<file path="src/rtl/rot_stream_ctrl.sv">
// Purpose: two-stage streaming wrapper around the external 8-bit right-rotator, with per-byte fixed or auto-incrementing amount and a transfer counter.
// Latency: a byte accepted at edge N is presented on o_data/o_valid after edge N+1; full throughput of one byte per cycle.
// Backpressure: o_ready falls when both stages hold data and the consumer stalls; stalled stages hold, so no byte is lost or duplicated.
module rot_stream_ctrl #(
    parameter int CNT_W = 16
) (
    input  logic             i_clk,
    input  logic             i_rst,
    input  logic             i_clear,
    input  logic             i_mode,
    input  logic [2:0]       i_k_cfg,
    input  logic [7:0]       i_data,
    input  logic             i_valid,
    output logic             o_ready,
    output logic [7:0]       o_rot_a,
    output logic [2:0]       o_rot_k,
    input  logic [7:0]       i_rot_y,
    output logic [7:0]       o_data,
    output logic             o_valid,
    input  logic             i_ready,
    output logic [CNT_W-1:0] o_cnt
);

    localparam logic [CNT_W-1:0] CNT_MAX = {CNT_W{1'b1}};

    // Stage-1 holding register feeding the rotator.
    logic       s1_valid;
    logic [7:0] s1_data;
    logic [2:0] s1_k;

    // Running rotate amount used when a byte arrives in auto-increment mode.
    logic [2:0] k_cnt;

    // Pipeline advance controls.
    logic en1;
    logic en2;
    logic accept;
    logic xfer;

    // Stage 2 can load whenever it is empty or the consumer drains it; stage 1
    // can load whenever it is empty or its content moves into stage 2. The
    // i_ready -> o_ready combinational path is intentional: it keeps the
    // pipeline at one byte per cycle without a skid buffer.
    always_comb begin
        en2     = ~o_valid | i_ready;
        en1     = ~s1_valid | en2;
        o_ready = en1 & ~i_rst & ~i_clear;
        accept  = i_valid & o_ready;
        // A transfer during clear is not counted; o_ready already blocks
        // accepts during clear and reset.
        xfer    = o_valid & i_ready & ~i_rst & ~i_clear;
    end

    // The rotator sees the registered stage-1 byte and amount directly, so
    // its inputs stay stable (last value) while stage 1 is empty.
    assign o_rot_a = s1_data;
    assign o_rot_k = s1_k;

    // Stage-1 register: load on accept, drain when it advances with nothing new.
    always_ff @(posedge i_clk) begin
        if (i_rst) begin
            s1_valid <= 1'b0;
            s1_data  <= 8'h00;
            s1_k     <= 3'd0;
        end else if (i_clear) begin
            // Flush drops the in-flight byte but leaves the rotator inputs as they are.
            s1_valid <= 1'b0;
        end else if (accept) begin
            s1_valid <= 1'b1;
            s1_data  <= i_data;
            s1_k     <= i_mode ? k_cnt : i_k_cfg;
        end else if (en1) begin
            s1_valid <= 1'b0;
        end
    end

    // Auto-increment amount: advances only on bytes accepted in mode 1, wraps mod 8.
    always_ff @(posedge i_clk) begin
        if (i_rst) begin
            k_cnt <= 3'd0;
        end else if (i_clear) begin
            k_cnt <= i_k_cfg;
        end else if (accept && i_mode) begin
            k_cnt <= k_cnt + 3'd1;
        end
    end

    // Stage-2 output register: capture the rotator result when stage 2 advances.
    always_ff @(posedge i_clk) begin
        if (i_rst) begin
            o_valid <= 1'b0;
            o_data  <= 8'h00;
        end else if (i_clear) begin
            // o_data keeps its last value; only the valid flag is flushed.
            o_valid <= 1'b0;
        end else if (en2) begin
            o_valid <= s1_valid;
            if (s1_valid) begin
                o_data <= i_rot_y;
            end
        end
    end

    // Saturating count of completed output handshakes.
    always_ff @(posedge i_clk) begin
        if (i_rst) begin
            o_cnt <= '0;
        end else if (i_clear) begin
            o_cnt <= '0;
        end else if (xfer && (o_cnt != CNT_MAX)) begin
            o_cnt <= o_cnt + 1'b1;
        end
    end

endmodule

</file>
<file path="config.mk">
export PLATFORM = sky130hd
export DESIGN_NAME = rot_stream_ctrl
export DESIGN_NICKNAME = d
export VERILOG_FILES = /design/src/rtl/rot_stream_ctrl.sv
export SDC_FILE = /design/constraint.sdc
export NUM_CORES = 1
export LEC_CHECK = 0
export ABC_AREA = 1
export BUFFER_PORTS_ARGS = -buffer_cell sky130_fd_sc_hd__buf_2
export CAP_MARGIN = 20
export CELL_PAD_IN_SITES_DETAIL_PLACEMENT = 0
export CELL_PAD_IN_SITES_GLOBAL_PLACEMENT = 1
export CORE_ASPECT_RATIO = 1.2
export CORE_MARGIN = 8
export CORE_UTILIZATION = 29
export CTS_CLUSTER_SIZE = 30
export DETAILED_ROUTE_END_ITERATION = 6
export MAX_ROUTING_LAYER = met4
export PLACE_DENSITY_LB_ADDON = 0.12
export SLEW_MARGIN = 20
export SYNTH_ARGS = -nofsm -noshare
export SYNTH_HDL_FRONTEND = slang
export SYNTH_SLANG_ARGS = --single-unit
</file>
<file path="constraint.sdc">
create_clock -name i_clk -period 2.2 [get_ports i_clk]
set_clock_uncertainty 0.2 [all_clocks]
set_input_delay 0.22 -clock i_clk [delete_from_list [all_inputs] [get_ports i_clk]]
set_output_delay 0.22 -clock i_clk [all_outputs]
set_load 0.005 [all_outputs]
</file>
**Word-level counts from Yosys, hierarchy flattened**

Index checks and enable logic that the tools add are counted.

- $add $sub $neg: 2
- Equality and inequality tests: 1
- Mux-type cells: 5
- Bitwise operators: 12
- Reduce and logical (&&, ||, !) cells: 7

Operators by type and width:

| kind | number |
|---|---|
| $add 16x1->16 const B | 1 |
| $ne 16x16->1 const B | 1 |
| $mux 3 | 3 |
| $and 1x1->1 | 6 |
| $not 1->1 | 4 |
| $reduce_bool 2->1 | 2 |
| $add 3x1->3 const B | 1 |
| $reduce_and 3->1 | 1 |
| $logic_and 1x1->1 | 2 |
| $mux 1 | 2 |
| $or 1x1->1 | 2 |
| $reduce_and 2->1 | 1 |
| $reduce_or 2->1 | 1 |

- Bits in registers: 40
- Input port bits: 25
- Output and inout bits: 37

**Logic depth before layout (Yosys ltp)**

- Word-level depth: 9
- Depth in mapped cells: 9
- Mapped depth without buffers: 9

**Worst setup path after synthesis**

No wires, ideal clock.

- Kind: reg-to-reg
- Start: reg o_cnt[0]
- End: reg o_cnt[1]
- Arrival: 1,397 ps
- Slack: 488 ps
- Cell stages (with the launch flop): 10
- Period minus slack after synthesis: 1,712 ps
- Path through: dfxtp_1 -> ha_1 -> nand2_1 -> nor2_1 -> nand2_1 -> nor2_1 -> nor2_4 -> buf_6 -> nor2_1 -> nor2_1

- Longest elaborated chain between the ends: 2

Ends and longest elaborated chain:

| what | RTL line | source |
|---|---|---|
| from (decl) | 21 | `output logic [CNT_W-1:0] o_cnt` |
| from (signal assigned) | 111 | `o_cnt <= o_cnt + 1'b1;` |
| parallel branches: the longest is 2 deep, another holds $add 16x1->16 | - |  |

Parallel ways; which one is timed is not known.
A chain may end at the register's enable or synchronous reset.

**Final worst setup path**

- Start: reg s1_valid
- End: reg o_data[1]

- Longest elaborated chain between the ends: 1

Ends and longest elaborated chain:

| what | RTL line | source |
|---|---|---|
| from (decl) | 27 | `logic s1_valid;` |
| from (signal assigned) | 62 | `s1_valid <= 1'b0;` |
| from (signal assigned) | 67 | `s1_valid <= 1'b0;` |
| from (signal assigned) | 69 | `s1_valid <= 1'b1;` |
| $reduce_and 3->1 (no source line) | - |  |
| to (signal assigned) | 99 | `o_data <= i_rot_y;` |
| to (decl) | 18 | `output logic [7:0] o_data,` |

Every way passes these cells.

==> flow_summary.toml <==
[min_path]
hold_class = "primary input to register"

[grt]
grt_pass1_wl_um = 9200
grt_pass1_vias = 2008
grt_max_degree = 15
grt.total_usage = 0.117
antenna_found_initial = 0
overflow = 0

[sta]
fin_tns_setup_ps = 0
rsz0062_at_grt = "false"
fmax_ghz = 0.529
period_minus_slack_ps = 1890
min_period_over_period = 0.859
setup_viol = 0
finalHoldWorstSlack_ps = 18.0
slew_violations = 0
worst_pin_slew_ps = 791
slew_headroom = 0.469
hold_viol_final = 0
fin_ws_ps = 310

[place]
detailedPlace.worstSlack_ps = 309
dp_hpwl_um = 4140
portBuffers = 61
place_area_mm2 = 0.00239
gp_congestion = 0.753

[logic_synthesis]
synth.distinct_cells = 24
synth_flop_cell = "dfxtp_1"
synth_seq_cells = 40
syn_avg_cell_area_um2 = 7.04
synth_warnings = 0
syn-num-nets = 304
synthArstFlopShare = 0
synth_area_mm2 = 0.00195
synth_edf_count = 0
yosysSeqAreaShare = 0.411
synthesis.instances = 277

[route]
wl_um = 5410
ant_nets = 0
dr.pass1.iters = 4
remaining_drc_errors = 0
via_per_inst = 4.39
drt_iter0_drc = 47
via_count = 1967
wire_per_inst_um = 12.1

[job]
max_cap_viol_count = 0

[clocking]
clockBufferDepth = 2
cts.htree.levels = 2
numClockSinks = 40
cts_tree = "done"
cts_buffers = 5
ctsRootBufferMaster = "clkbuf_8"
cts_setup_buffers = 0
clock_latency_ps = 290
path_clk_slew_ps = 80

[critical_path]
critical_path_class = "register to register"
worstSetupStartpoint = "s1_valid"
cp_max_fo = 9
r2r_cells = 5
r2r_setup_slack_ps = 310
worstReg2RegStart = "s1_valid"
start_kind = "register"
cp-end-kind = "register"
required_ps = 2180
crit_end = "o_data[1]"
cp.arrival_ps = 1870
rr_endpoint = "o_data[1]"

[power]
p_per_area_mw_per_mm2 = 550
vdd_drop_max_mv = 0.263
power_mw = 1.46
leakage_nw = 1.17

[floorplanning]
rows = 32
ios = 62
core_mm2 = 0.00649
dieArea_mm2 = 0.00961
initial_core_util = 0.301
die_width_um = 90.8
die_height_um = 106

[status]
status = "finished clean"

[finish]
drive_gt1_frac = 0.278
design_area_mm2 = 0.00265
area_growth_pct = 35.7
nNetsFinal = 389
diodes = 0
==> synth_stat cells (2+ instances only) <==
cell type	number	area (µm²)
a21oi_1	16	80.1
a21oi_2	9	78.8
buf_2	3	15.0
clkbuf_1	2	7.51
dfxtp_1	40	801
ha_1	2	25.0
inv_1	21	78.8
nand2_1	64	240
nand2_2	9	56.3
nand3_1	23	115
nand4_1	6	37.5
nor2_1	48	180
nor2_4	2	22.5
o21ai_0	17	85.1
xnor2_1	3	26.3
xor2_1	4	35.0
==> through the flow <==
stage | cells | util
2_1_floorplan | 277 | -
3_3_place_gp | 425 | 0.368
3_5_place_dp | 425 | 0.368
4_1_cts | 448 | 0.408
5_1_grt | 448 | 0.408
6_report | 448 | 0.408
==> layout by cell type, fill, tap and decap left out, types with 2 or more instances in the layout <==
cell and n:
nand2_1 64, buf_2 61, nor2_1 48, dfxtp_1 40
nand3_1 23, inv_1 21, o21ai_0 17, a21oi_1 16
dlygate4sd3_1 15, nand2_2 9, a21oi_2 9, buf_4 9
nand4_1 6, clkbuf_8 5, xor2_1 4, xnor2_1 3
nor2_4 2, ha_1 2
==> layout make-up <==
type                            instances  area (µm²)
Clock buffer                            6        72.6
Clock inverter                          2        35.0
Fill cell                             705        3840
Inverter                               23        88.8
Multi-Input combinational cell        207        1020
Sequential cell                        40         801
Tap cell                               85         106
Timing Repair Buffer                   85         523
==> registers in the layout (all words and copies together), names as in the netlist <==
register,flops
o_rot_k,3
o_valid,1
s1_valid,1
o_data,8
k_cnt,3
o_cnt,16
o_rot_a,8
==> critical path, stage by stage (launching register included) <==
cell and delay, ps:
dfxtp_1 350, inv_1 50, nor3_1 660, inv_1 310, nor2_1 170, nor2_1 60
==> power by group <==
part	switching, mW	internal, mW
combinational	0.0626	0.0584
sequential	0.00778	0.736
clock	0.254	0.337
==> worst min path at each step <==
stage | from | to | slack [ps] | cells past startpoint
2_1_floorplan | i_rst | o_rot_a[3] | 90 | 1
3_3_place_gp | i_rot_y[0] | o_data[0] | 240 | 3
3_5_place_dp | i_rot_y[4] | o_data[4] | 250 | 3
4_1_cts | i_data[4] | o_rot_a[4] | 2 | 3
5_1_grt | i_data[4] | o_rot_a[4] | 30 | 3
6_report | i_data[4] | o_rot_a[4] | 20 | 3
==> repair_timing <==
| action | CTS | global route |
|---|---|---|
| gates resized for setup | 0 | 0 |
| endpoints found under the hold margin | 15 | 0 |
| hold buffers | 15 | 0 |
==> per-layer routing <==
| metal | wire length [µm] | share of wire | vias up | GRT usage |
|---|---|---|---|---|
| met2 | 2830 | 0.52 | 33 | 0.212 |
| met4 | 70 | 0.013 | 0 | 0.0387 |
| met1 | 2310 | 0.43 | 872 | 0.121 |
| met5 | 0 | 0 | - | - |
| li1 | - | - | 1057 | - |
| met3 | 203 | 0.038 | 5 | 0.0291 |
==> cell families after synthesis <==
| kind of cell | share of synthesized area |
|---|---|
| AOI/OAI and AO/OA | 0.128 |
| xor gates and xnor gates | 0.0315 |
| adders and majority gates | 0.0128 |
| buffers and inverters | 0.0668 |
| DFF | 0.411 |
| and+or+nand+nor | 0.350 |
(Power assumes the default switching activity.)
